===== src/rtl/mmio_pkg.sv =====
// mmio_pkg: shared addresses, TX state encoding and tohost pass code for the console block
package mmio_pkg;
  localparam logic [31:0] CONSOLE_ADDR_DEFAULT = 32'h0000_0100;
  localparam logic [31:0] TOHOST_ADDR_DEFAULT = 32'h0000_0104;
  localparam logic [31:0] TOHOST_PASS = 32'd1;
  typedef enum logic [1:0] {
    IDLE = 2'd0,
    START = 2'd1,
    DATA = 2'd2,
    STOP = 2'd3
  } tx_state_t;
endpackage


===== src/rtl/byte_fifo.sv =====
// byte_fifo: count-based byte FIFO that accepts a push while full if a pop happens on the same edge
module byte_fifo #(
  parameter int DEPTH = 8
) (
  input  logic clock,
  input  logic reset,
  input  logic push,
  input  logic [7:0] din,
  input  logic pop,
  output logic [7:0] dout,
  output logic [$clog2(DEPTH+1)-1:0] count,
  output logic full,
  output logic empty
);
  localparam int AW = $clog2(DEPTH);
  localparam int CW = $clog2(DEPTH + 1);
  logic [7:0] mem [DEPTH];
  logic [AW-1:0] rd_ptr, wr_ptr;
  logic do_push, do_pop;
  assign do_pop = pop && !empty;
  assign do_push = push && (!full || do_pop);
  assign full = count == CW'(DEPTH);
  assign empty = count == '0;
  assign dout = mem[rd_ptr];
  always_ff @(posedge clock) begin
    if (do_push) mem[wr_ptr] <= din;
  end
  always_ff @(posedge clock) begin
    if (reset) begin
      rd_ptr <= '0;
      wr_ptr <= '0;
      count <= '0;
    end else begin
      if (do_push) wr_ptr <= wr_ptr + 1'b1;
      if (do_pop) rd_ptr <= rd_ptr + 1'b1;
      count <= count + CW'(do_push) - CW'(do_pop);
    end
  end
endmodule


===== src/rtl/mmio_console_tx.sv =====
// mmio_console_tx: store-port console that queues bytes for UART 8N1 output and latches the tohost word
module mmio_console_tx
  import mmio_pkg::*;
#(
  parameter logic [31:0] CONSOLE_ADDR = CONSOLE_ADDR_DEFAULT,
  parameter logic [31:0] TOHOST_ADDR = TOHOST_ADDR_DEFAULT,
  parameter int CLKS_PER_BIT = 4,
  parameter int FIFO_DEPTH = 8
) (
  input  logic clock,
  input  logic reset,
  input  logic memwriteM,
  input  logic [31:0] dataAdrM,
  input  logic [31:0] writedataM,
  output logic tx,
  output logic busy,
  output logic fifo_full,
  output logic overflow,
  output logic done,
  output logic pass,
  output logic [31:0] done_code
);
  localparam int CW = $clog2(CLKS_PER_BIT);
  localparam int NW = $clog2(FIFO_DEPTH + 1);
  tx_state_t state, state_n;
  logic [CW-1:0] baud, baud_n;
  logic [2:0] idx, idx_n;
  logic [7:0] shift, shift_n, fifo_dout;
  logic [NW-1:0] count;
  logic console_wr, tohost_wr, pop, empty, bit_end, tx_n;
  assign console_wr = memwriteM && dataAdrM == CONSOLE_ADDR;
  assign tohost_wr = memwriteM && dataAdrM == TOHOST_ADDR && writedataM != '0 && !done;
  assign pop = state == IDLE && !empty;
  assign busy = state != IDLE || count != '0;
  assign bit_end = baud == CW'(CLKS_PER_BIT - 1);
  byte_fifo #(.DEPTH(FIFO_DEPTH)) u_fifo (
    .clock(clock),
    .reset(reset),
    .push(console_wr),
    .din(writedataM[7:0]),
    .pop(pop),
    .dout(fifo_dout),
    .count(count),
    .full(fifo_full),
    .empty(empty)
  );
  always_comb begin
    state_n = state;
    baud_n = bit_end ? '0 : baud + 1'b1;
    idx_n = idx;
    shift_n = shift;
    if (state == IDLE) begin
      baud_n = '0;
      if (pop) begin
        state_n = START;
        shift_n = fifo_dout;
      end
    end else if (bit_end) begin
      case (state)
        START: state_n = DATA;
        DATA: state_n = idx == 3'd7 ? STOP : DATA;
        default: state_n = IDLE;
      endcase
      idx_n = state == DATA ? idx + 1'b1 : '0;
      if (state == DATA) shift_n = shift >> 1;
    end
    // tx is registered, so it follows the state and shift values being loaded this edge
    tx_n = state_n == START ? 1'b0 : state_n == DATA ? shift_n[0] : 1'b1;
  end
  always_ff @(posedge clock) begin
    if (reset) begin
      state <= IDLE;
      baud <= '0;
      idx <= '0;
      shift <= '0;
      tx <= 1'b1;
      overflow <= 1'b0;
      done <= 1'b0;
      pass <= 1'b0;
      done_code <= '0;
    end else begin
      state <= state_n;
      baud <= baud_n;
      idx <= idx_n;
      shift <= shift_n;
      tx <= tx_n;
      if (console_wr && fifo_full && !pop) overflow <= 1'b1;
      if (tohost_wr) begin
        done <= 1'b1;
        done_code <= writedataM;
        pass <= writedataM == TOHOST_PASS;
      end
    end
  end
endmodule


===== config.mk =====
export PLATFORM = sky130hd
export DESIGN_NAME = mmio_console_tx
export DESIGN_NICKNAME = d
export VERILOG_FILES = /design/src/rtl/mmio_pkg.sv /design/src/rtl/byte_fifo.sv /design/src/rtl/mmio_console_tx.sv
export SDC_FILE = /design/constraint.sdc
export NUM_CORES = 1
export LEC_CHECK = 0
export CAP_MARGIN = 15
export CORE_MARGIN = 5
export CORE_UTILIZATION = 52
export CTS_CLUSTER_DIAMETER = 150
export DETAILED_ROUTE_END_ITERATION = 8
export MAX_ROUTING_LAYER = met4
export PLACE_DENSITY_LB_ADDON = 0.2
export SYNTH_ARGS = -nofsm -noshare
export SYNTH_HDL_FRONTEND = slang
export SYNTH_HIERARCHICAL = 1
export SYNTH_SLANG_ARGS = --single-unit

===== constraint.sdc =====
create_clock -name clock -period 4.1 [get_ports clock]
set_clock_uncertainty 0.05 [all_clocks]
set_input_delay 0.41 -clock clock [delete_from_list [all_inputs] [get_ports clock]]
set_output_delay 0.41 -clock clock [all_outputs]
set_load 0.005 [all_outputs]

==> results by group, run 1 <==
Finish
  • Syn-to-layout area delta: 32.39%
  • Final nets: 635
  • Design area: 7400 um2
  • Finished Layout Cells: 703
  • Antenna cells: 0
  • Share of cells above drive strength 1: 13.93%

Synthesis
  • Yosys top cell area share: 34.39%
  • Number of synthesized flops with an enable pin: 64
  • Synth cell count leaders: dfxtp_1 (64), edfxtp_1 (64), nand2b_1 (34)
  • Seq/Total Area, Yosys: 57.31%
  • Simple logic cell fraction of the synthesized area: 15.29%
  • Largest family of logic cells by synthesized area: simple AND/OR/NAND/NOR gates
  • Complex-gate fraction of the synthesized area: 8.596%
  • Synthesized-area fraction occupied by xor and xnor cells: 0.1567%
  • Post-Syn Area: 5589 um2
  • Mapped Nets: 526
  • Async SR Flop Fraction: 0%
  • Top cells by area, synth: edfxtp_1 (34%), dfxtp_1 (23%), mux4_2 (6.4%)
  • Cell accounting for the most synthesized area: edfxtp_1
  • Synthesis warning total: 6
  • Post-synthesis adder-cell area fraction: 3.268%
  • Avg Cell Area, Syn: 12.56 um2
  • Synth Flop Type: edfxtp_1
  • Seq cells post-synth: 128
  • Yosys cell types: 54
  • Mapped Cells: 445
  • Post-synthesis mux area share: 12.27%

Setup path
  • WP buf/inv: 4
  • CP peak stage delay: 0.53 ns
  • WS Path Type: reg -> reg
  • Crit Path Max Fanout: 12
  • CP startpoint kind: register
  • Crit-path slowest cell: nor2b_1
  • Worst Setup End Kind: register
  • Req. time, crit path: 4.40 ns
  • WP data arrival: 3.52 ns
  • Critical path, cell by cell: inv_1 -> ha_1 -> nor3b_1 -> buf_4 -> nand2b_1 -> inv_2 -> nor2b_1 -> mux2i_1 -> ha_1 -> inv_1 -> fa_1 -> xor2_1 -> nor2_1
  • Delay-heaviest family, CP: simple AND/OR/NAND/NOR gates

Route
  • Avg Vias per Cell: 5.644
  • Iter 0 DRT Violations: 222
  • Routed vias: 3968
  • Routed wire length: 13070 um
  • ANT nets after route: 0
  • WL per Instance: 18.59 um
  • First drt pass iteration count: 5
  • DRC: 0

Placement
  • Detail Placement HPWL: 8811 um
  • Routability congestion estimate: 0.8592
  • Area after DPL: 6777 um2
  • Placed insts: 671
  • Port Buf Inserts: 104

STA
  • Max Slew Vio Count: 0
  • Tcrit/Tclk final: 78.65%
  • Max Freq: 0.3101 GHz
  • Post-route minimum period: 3.225 ns
  • Final setup fails: 0
  • Setup tns final: 0 ns
  • Slew headroom: 44.86%
  • Worst-Margin Slew: 0.8271 ns
  • RSZ-0062 raised after global routing: no
  • Fin. Hold Viols: 0
  • WHS: 0.3780 ns

Floorplanning
  • Die X: 113.7 um
  • Ports: 105
  • Die height: 113.7 um
  • Num rows: 37
  • Core ar.: 10420 um2
  • Die Area: 12920 um2
  • Starting Density: 53.66%

Power and ir drop
  • Leak Pwr: 2.529 nW
  • Pwr dens: 502.9 nW/um2
  • Max VDD drop: 0.0002901 V

Flow run
  • Max cap viols: 0

Min path
  • Min-Delay Path Class: reg -> reg

Clock network
  • Cts hold-fix bufs: 0
  • Longest Clk Path Bufs: 2
  • Num CTS Buffers: 17
  • Clock transition at path regs: 0.06 ns
  • TritonCTS clock tree: built
  • Clock Latency Late Sink: 0.51 ns
  • Clk sinks: 128
  • Post-CTS setup buffer count: 0
  • Post-CTS resize count: 0
  • # H-tree levels: 4
  • Root Driver: clkbuf_8

Run status
  • Status: finished, final reports clean

Global route
  • Grt total ovfl: 0
  • Total track usage: 21.93%
  • Vias in the first global route: 4312
  • First-pass GRT wire length: 21500 um
  • Largest net degree at the start of global routing: 54
  • Initial antenna violation count: 0
state kept, by name, summed over array words and instances (netlist names), 2 cells and up, named ones only:
signal / flops
baud: 2
done_code: 32
idx: 3
shift: 8
state: 2
u_fifo/count: 4
u_fifo/mem: 64
u_fifo/rd_ptr: 3
u_fifo/wr_ptr: 3
report_power, final:
| group | internal (mW) | switching [mW] | total (mW) |
|---|---|---|---|
| logic | 0.343 | 0.322 | 0.665 |
| clock network | 0.997 | 0.570 | 1.57 |
| registers | 1.42 | 0.0711 | 1.49 |
cells in the final DEF (no fill, tap or decap), types with 2 or more instances in the layout:
master             n
nand4_1            5
a21bo_1           18
a21oi_1           29
or4_1              2
edfxtp_1          64
ha_1              13
inv_2              2
nand2b_1          34
clkinv_4           4
nor4b_1            3
o21ai_0            3
nor3b_1            2
a22oi_1            6
inv_6              3
bufinv_16          4
dfxtp_1           64
clkbuf_16         16
nor2_1            13
nand2_1           21
clkdlybuf4s50_1  103
buf_4             14
mux2_1             2
mux2i_1           19
o22ai_1            2
mux4_2            16
nor3_1             7
nand3_1           23
or4b_1             2
nor4_1            16
nor2b_1            8
mux2_2            10
inv_1              9
final timing paths:
check	startpoint	endpoint	slack [ns]	depth (start not counted)
worst max-delay path	u_fifo/count[2]	u_fifo/count[2]	0.88	13
worst min-delay path	baud[0]	baud[0]	0.38	1
worst max register to register	u_fifo/count[2]	u_fifo/count[2]	0.88	13
worst min register to register	baud[0]	baud[0]	0.38	1
final cells by class:
| cell class | instances | area [um2] |
|---|---|---|
| Fill cell | 742 | 3017 |
| Inverter | 11 | 41.29 |
| Tap cell | 136 | 170.2 |
| Timing Repair Buffer | 118 | 1141 |
| Clock buffer | 17 | 414.1 |
| Multi-Input combinational cell | 278 | 2221 |
| Clock inverter | 15 | 209.0 |
| Sequential cell | 128 | 3203 |
stage by stage:
step | worst slack (ns) | util [%] | total power [mW]
floorplan | 1.172 | - | 1.949
global placement | 0.8969 | 65.06 | 2.152
detailed placement | 0.8148 | 65.06 | 2.179
CTS | 0.8808 | 71.04 | 3.748
global route | 0.6826 | 71.04 | 3.898
finish | 0.8754 | 71.04 | 3.721
cell families after synthesis:
family | count (synthesis)
simple gates | 148
xor+xnor | 1
compound gates | 68
mux | 47
fa+ha+maj | 14
buf+inv | 39
flops | 128
metal layers:
layer  vias up  wire, um  GRT usage, %
li1       1881         -             -
met1      1906      5301         26.47
met2       163      6566         35.89
met3        18      1013         6.790
met4         0       187         5.849
met5         -         0             -
worst reg2reg max path: cells and delay by family (launching register included):
kind,cells,cell delay (ns)
xor gates and xnor gates,1,0.16
and+or+nand+nor,4,0.97
buffers and inverters,4,0.53
DFF,1,0.33
adders and majority gates,3,0.79
muxes,1,0.25
Note: power is estimated with default switching activity, not from simulation.
==> inputs of run 2 (changes only) <==
clock period = 3.22 ns   (was 4.1 ns; I/O delays follow)
==> run 2 against run 1 <==
Effect of this change:
- global-route usage shrank 0.56 points
- clock power grew 13%
- worst setup slack lost 0.34 ns
- routed wire length shrank 2.5%
- final cell count grew 1.0%
- sequential power grew 28%
- critical endpoint is now u_fifo/mem[6][2]
- largest cell class unchanged
- largest power group is now sequential cells
==> results by group, run 2 (synthesis gave the netlist of run 1 again) <==
Run status
  • Status: finished, final reports clean (unchanged)

Clock network
  • Clk sinks: 128 (unchanged)
  • TritonCTS clock tree: built (unchanged)
  • Cts hold-fix bufs: 0 (unchanged)
  • Clock Latency Late Sink: 0.52 ns (was 0.51 ns)
  • Longest Clk Path Bufs: 2 (unchanged)
  • Num CTS Buffers: 17 (unchanged)
  • Post-CTS setup buffer count: 0 (unchanged)
  • # H-tree levels: 4 (unchanged)
  • Post-CTS resize count: 0 (unchanged)
  • Clock transition at path regs: 0.06 ns (about the same)
  • Root Driver: clkbuf_8 (unchanged)

Placement
  • Setup WS pre-CTS: 0.2816 ns (was 0.8148 ns)
  • Area after DPL: 6829 um2 (was 6777 um2)
  • Placed insts: 678 (was 671)
  • Routability congestion estimate: 0.8351 (was 0.8592)
  • Port Buf Inserts: 104 (unchanged)
  • Detail Placement HPWL: 8878 um (was 8811 um)

Setup path
  • WP buf/inv: 3 (was 4)
  • Critical path depth: 9 (was 13)
  • Worst Setup End Kind: register (unchanged)
  • Reg2Reg Depth: 9 (was 13)
  • WP data arrival: 2.85 ns (was 3.52 ns)
  • CP startpoint kind: register (unchanged)
  • Critical path, cell by cell: inv_1 -> ha_1 -> nor3b_1 -> nand2b_1 -> inv_2 -> nor2b_1 -> o21ai_0 -> nor3_1 -> buf_4 (was inv_1 -> ha_1 -> nor3b_1 -> buf_4 -> nand2b_1 -> inv_2 -> nor2b_1 -> mux2i_1 -> ha_1 -> inv_1 -> fa_1 -> xor2_1 -> nor2_1)
  • Req. time, crit path: 3.39 ns (was 4.40 ns)
  • WS Path Type: reg -> reg (unchanged)
  • Delay-heaviest family, CP: simple AND/OR/NAND/NOR gates (unchanged)
  • CP peak stage delay: 0.38 ns (was 0.53 ns)
  • Crit-path slowest cell: nor2b_1 (unchanged)
  • Crit Path Max Fanout: 12 (unchanged)

Route
  • WL per Instance: 17.95 um (was 18.59 um)
  • Avg Vias per Cell: 5.554 (was 5.644)
  • Routed wire length: 12750 um (was 13070 um)
  • Iter 0 DRT Violations: 240 (was 222)
  • First drt pass iteration count: 4 (was 5)
  • ANT nets after route: 0 (unchanged)
  • DRC: 0 (unchanged)
  • Routed vias: 3943 (was 3968)

STA
  • Setup tns final: 0 ns (unchanged)
  • RSZ-0062 raised after global routing: no (unchanged)
  • Worst-Margin Slew: 1.045 ns (was 0.8271 ns)
  • Tcrit/Tclk final: 83.41% (was 78.65%)
  • Fin. Hold Viols: 0 (unchanged)
  • Slew headroom: 30.33% (was 44.86%)
  • Max Slew Vio Count: 0 (unchanged)
  • Final setup fails: 0 (unchanged)
  • Post-route minimum period: 2.686 ns (was 3.225 ns)
  • WHS: 0.3402 ns (was 0.3780 ns)
  • Max Freq: 0.3723 GHz (was 0.3101 GHz)
  • Final worst slack: 0.5342 ns (was 0.8754 ns)

Finish
  • Final nets: 642 (was 635)
  • Syn-to-layout area delta: 32.06% (was 32.39%)
  • Most common cell after layout, fill and taps aside: clkdlybuf4s50_1 (unchanged)
  • Fillers: 728 (was 742)
  • Top reg by flops: u_fifo/mem (unchanged)
  • Max reg flops: 64 (unchanged)
  • Design area: 7381 um2 (was 7400 um2)
  • Finished Layout Cells: 710 (was 703)
  • Share of cells above drive strength 1: 14.46% (was 13.93%)
  • Antenna cells: 0 (unchanged)
  • Largest regs: u_fifo/mem (64), done_code (32), shift (8) (unchanged)
  • Commonest non-fill, non-tap cells in the layout: clkdlybuf4s50_1 (103), dfxtp_1 (64), edfxtp_1 (64), nand2b_1 (34), a21oi_1 (29) (unchanged)

Power and ir drop
  • Leak Pwr: 2.534 nW (was 2.529 nW)
  • Pwr dens: 614.2 nW/um2 (was 502.9 nW/um2)
  • Int Pwr: 3.348 mW (was 2.757 mW)
  • Comb pwr share: 19.2% (was 17.9%)
  • Sequential Power Share: 41.8% (was 40.0%)
  • Clk pwr share: 38.9% (was 42.1%)
  • Sw Pwr: 1.185 mW (was 0.9640 mW)
  • Net Sw Frac: 26.14% (was 25.91%)
  • Max VDD drop: 0.0004241 V (was 0.0002901 V)

Global route
  • Total track usage: 21.37% (was 21.93%)
  • Initial antenna violation count: 0 (unchanged)
  • Largest net degree at the start of global routing: 69 (was 54)
  • First-pass GRT wire length: 20680 um (was 21500 um)
  • Grt total ovfl: 0 (unchanged)
  • Vias in the first global route: 4146 (was 4312)

Floorplanning
  • Die Area: 12920 um2 (unchanged)
  • Ports: 105 (unchanged)
  • Die height: 113.7 um (unchanged)
  • Die X: 113.7 um (unchanged)
  • Starting Density: 53.66% (unchanged)
  • Num rows: 37 (unchanged)
  • Core ar.: 10420 um2 (unchanged)

Min path
  • Min-Delay Path Class: in -> reg (was reg -> reg)
  • Hold Path Depth: 3 (was 1)

Flow run
  • Max cap viols: 0 (unchanged)
==> run 2: final cells by class <==
| type | instances | area, um2 | area share (%) |
|---|---|---|---|
| clock buffer | 24 | 470.5 | 6.374 |
| clock inverter | 8 | 81.33 | 1.102 |
| inverter | 11 | 41.29 | 0.5594 |
| multi-input combinational | 278 | 2221 | 30.09 |
| sequential | 128 | 3203 | 43.40 |
| tap | 136 | 170.2 | 2.305 |
| timing repair buffer | 125 | 1194 | 16.17 |
==> run 2: power by group through the flow <==
stage	sequential, mW	combinational, mW	clock [mW]
2_1_floorplan	1.88	0.603	0
5_1_grt	1.91	0.968	1.87
4_1_cts	1.90	0.876	1.79
6_report	1.90	0.871	1.77
3_3_place_gp	1.92	0.848	0
3_5_place_dp	1.93	0.870	0
==> run 2: per-layer routing <==
layer	routed length, um	vias up	track usage, %	share of wire (%)
met4	191	0	7.612	1.5
met1	5570	1891	26.52	44
met2	6071	129	32.90	48
met5	0	-	-	0
li1	-	1903	-	-
met3	912	20	7.056	7.2
==> run 2: metrics by stage <==
stage / utilization [%] / total power, mW
detailed placement: 65.56 / 2.800
finish: 70.86 / 4.533
global route: 70.86 / 4.752
floorplan: - / 2.481
global placement: 65.56 / 2.773
CTS: 70.86 / 4.568
==> run 2: worst paths after layout <==
kind	slack (ns)	endpoint	from
max	0.53	u_fifo/mem[6][2]	u_fifo/count[2]
min	0.34	done_code[18]	writedataM[18]
max reg2reg	0.53	u_fifo/mem[6][2]	u_fifo/count[2]
min reg2reg	0.38	baud[0]	baud[0]
==> run 2: tightest hold or removal path, delay by kind of cell <==
kind	cells	cell delay [ns]
AOI/OAI and AO/OA	1	0.05
buffers and inverters	1	0.42
and+or+nand+nor	1	0.07
==> inputs of run 3 (changes only) <==
clock period = 2.8 ns   (was 3.22 ns; I/O delays follow)
==> run 3 against run 2 <==
Effect of this change:
- flip-flop and latch count did not move
- clock power rose by 22%
- total power rose by 19%
- global-route usage fell by 0.070 points
- die area did not move
- non-clock buffer count rose by 8
- register-to-register slack got worse by 0.35 ns
- worst setup slack got worse by 0.35 ns
- sequential power rose by 14%
- first-iteration DRC count rose by 20%
- final cell count rose by 1.1%
- combinational power rose by 21%
- largest power group unchanged
==> results by group, run 3 (synthesis gave the netlist of run 1 again) <==
Clock network
  • TritonCTS clock tree: built (unchanged)
  • Num CTS Buffers: 17 (unchanged)
  • Clock transition at path regs: 0.06 ns (about the same)
  • Clk sinks: 128 (unchanged)
  • # H-tree levels: 4 (unchanged)
  • Longest Clk Path Bufs: 2 (unchanged)
  • Clock Latency Late Sink: 0.51 ns (was 0.52 ns)
  • Root Driver: clkbuf_8 (unchanged)

Setup path
  • Crit-path slowest cell: clkdlybuf4s50_1 (was nor2b_1)
  • Worst Setup End Kind: output pin (was register)
  • WP buf/inv: 3 (unchanged)
  • Most frequent CP cell: inv_1
  • CP startpoint kind: register (unchanged)
  • Crit Path Max Fanout: 9 (was 12)
  • Delay-heaviest family, CP: buffers and inverters (was simple AND/OR/NAND/NOR gates)
  • WS Path Type: reg -> out (was reg -> reg)
  • CP peak stage delay: 0.52 ns (was 0.38 ns)
  • WP data arrival: 2.28 ns (was 2.85 ns)
  • Critical path, cell by cell: inv_1 -> ha_1 -> or3b_1 -> inv_1 -> clkdlybuf4s50_1 (was inv_1 -> ha_1 -> nor3b_1 -> nand2b_1 -> inv_2 -> nor2b_1 -> o21ai_0 -> nor3_1 -> buf_4)
  • Req. time, crit path: 2.47 ns (was 3.39 ns)

Global route
  • First-pass GRT wire length: 20700 um (was 20680 um)
  • Vias in the first global route: 4123 (was 4146)
  • Largest net degree at the start of global routing: 63 (was 69)
  • Initial antenna violation count: 0 (unchanged)
  • Grt total ovfl: 0 (unchanged)
  • Total track usage: 21.30% (was 21.37%)

STA
  • WHS: 0.3044 ns (was 0.3402 ns)
  • Max Freq: 0.3829 GHz
  • Final setup fails: 0 (unchanged)
  • Worst-Margin Slew: 0.9447 ns (was 1.045 ns)
  • Max Slew Vio Count: 0 (unchanged)
  • Slew headroom: 37.02% (was 30.33%)
  • Post-route minimum period: 2.612 ns
  • Fin. Hold Viols: 0 (unchanged)
  • Tcrit/Tclk final: 93.28%

Floorplanning
  • Die X: 113.7 um (unchanged)
  • Starting Density: 53.66% (unchanged)
  • Die Area: 12920 um2 (unchanged)
  • Core ar.: 10420 um2 (unchanged)
  • Ports: 105 (unchanged)
  • Num rows: 37 (unchanged)
  • Die height: 113.7 um (unchanged)

Route
  • Routed vias: 3962 (was 3943)
  • WL per Instance: 17.71 um (was 17.95 um)
  • DRC: 0 (unchanged)
  • Routed wire length: 12720 um (was 12750 um)
  • Iter 0 DRT Violations: 289 (was 240)
  • ANT nets after route: 0 (unchanged)
  • First drt pass iteration count: 4 (unchanged)
  • Avg Vias per Cell: 5.518 (was 5.554)

Finish
  • Max reg flops: 64 (unchanged)
  • Largest regs: u_fifo/mem (64), done_code (32), shift (8) (unchanged)
  • Top reg by flops: u_fifo/mem (unchanged)
  • Antenna cells: 0 (unchanged)
  • Fillers: 702 (was 728)
  • Final nets: 650 (was 642)
  • Share of cells above drive strength 1: 16.32% (was 14.46%)
  • Layout Utilization: 71.94% (was 70.86%)
  • Most common cell after layout, fill and taps aside: clkdlybuf4s50_1 (unchanged)
  • Syn-to-layout area delta: 34.07% (was 32.06%)
  • Commonest non-fill, non-tap cells in the layout: clkdlybuf4s50_1 (103), dfxtp_1 (64), edfxtp_1 (64), nand2b_1 (33), a21oi_1 (29) (was clkdlybuf4s50_1 (103), dfxtp_1 (64), edfxtp_1 (64), nand2b_1 (34), a21oi_1 (29))

Placement
  • Detail Placement HPWL: 8639 um (was 8878 um)
  • Routability congestion estimate: 0.8824 (was 0.8351)
  • Port Buf Inserts: 104 (unchanged)

Min path
  • Min-Delay Path Class: in -> reg (unchanged)

Run status
  • Status: finished, final reports clean (unchanged)

Power and ir drop
  • Leak Pwr: 2.585 nW (was 2.534 nW)
  • Pwr dens: 718.0 nW/um2 (was 614.2 nW/um2)
  • Max VDD drop: 0.0003905 V (was 0.0004241 V)
  • Total Power: 5.380 mW (was 4.533 mW)

Flow run
  • Max cap viols: 0 (unchanged)
[run 3: cell types whose count changed in the layout (fill, tap and decap cells not counted), sizes merged]
cell	change
buf	+8
clkbuf	-7
bufinv	+2
clkinvlp	+2
inv	+2
clkinv	+1
[run 3: layout make-up]
class | instances | area (um2) | area share, %
inverter | 11 | 41.29 | 0.5510
multi-input combinational | 278 | 2232 | 29.79
tap | 136 | 170.2 | 2.271
clock buffer | 17 | 414.1 | 5.527
sequential | 128 | 3203 | 42.74
clock inverter | 15 | 166.4 | 2.221
timing repair buffer | 133 | 1266 | 16.90
[run 3: power by group]
group	internal (mW)	switching, mW	leakage, nW
logic	0.552	0.502	1.21
registers	2.08	0.0907	1.09
clock network	1.35	0.811	0.281
total	3.98	1.40	2.58
[run 3: worst paths after layout]
check | start | end | cells after the start | slack, ns
worst min register to register | baud[0] | baud[0] | 1 | 0.37
worst min-delay path | writedataM[18] | done_code[18] | 3 | 0.30
worst max-delay path | u_fifo/count[2] | fifo_full | 5 | 0.19
worst max register to register | u_fifo/count[2] | u_fifo/count[2] | 12 | 0.19
[run 3: stage by stage]
step	setup TNS, ns	setup WS (ns)	cells	instance area (um2)
final	0	0.1881	718	7493
after global placement	0	0.01723	686	6908
after floorplan	-0.04623	-0.005779	445	5595
after CTS	0	0.1191	718	7488
after detailed placement	-0.1156	-0.1072	686	6908
after global routing	-0.001074	-0.001074	718	7493
[run 3: per-layer routing]
layer  up-vias  GRT usage (%)  share of wire [%]
met5         -              -                  0
met4         0          6.090               0.72
met3        10          6.737                7.5
met2       146          33.14                 49
met1      1894          26.98                 43
li1       1912              -                  -
[run 3: repair_timing]
action,in CTS,in global routing
hold buffers,0,0
gates resized for setup,0,2
setup endpoints to repair,0,1
buffers inserted,0,0
[run 3: worst reg2reg max path, delay by kind of cell, from the launching register on]
family	cells	cell delay, ns
fa+ha+maj	3	0.81
simple gates	4	0.62
flops	1	0.33
mux	1	0.25
buf+inv	3	0.23
xor+xnor	1	0.18
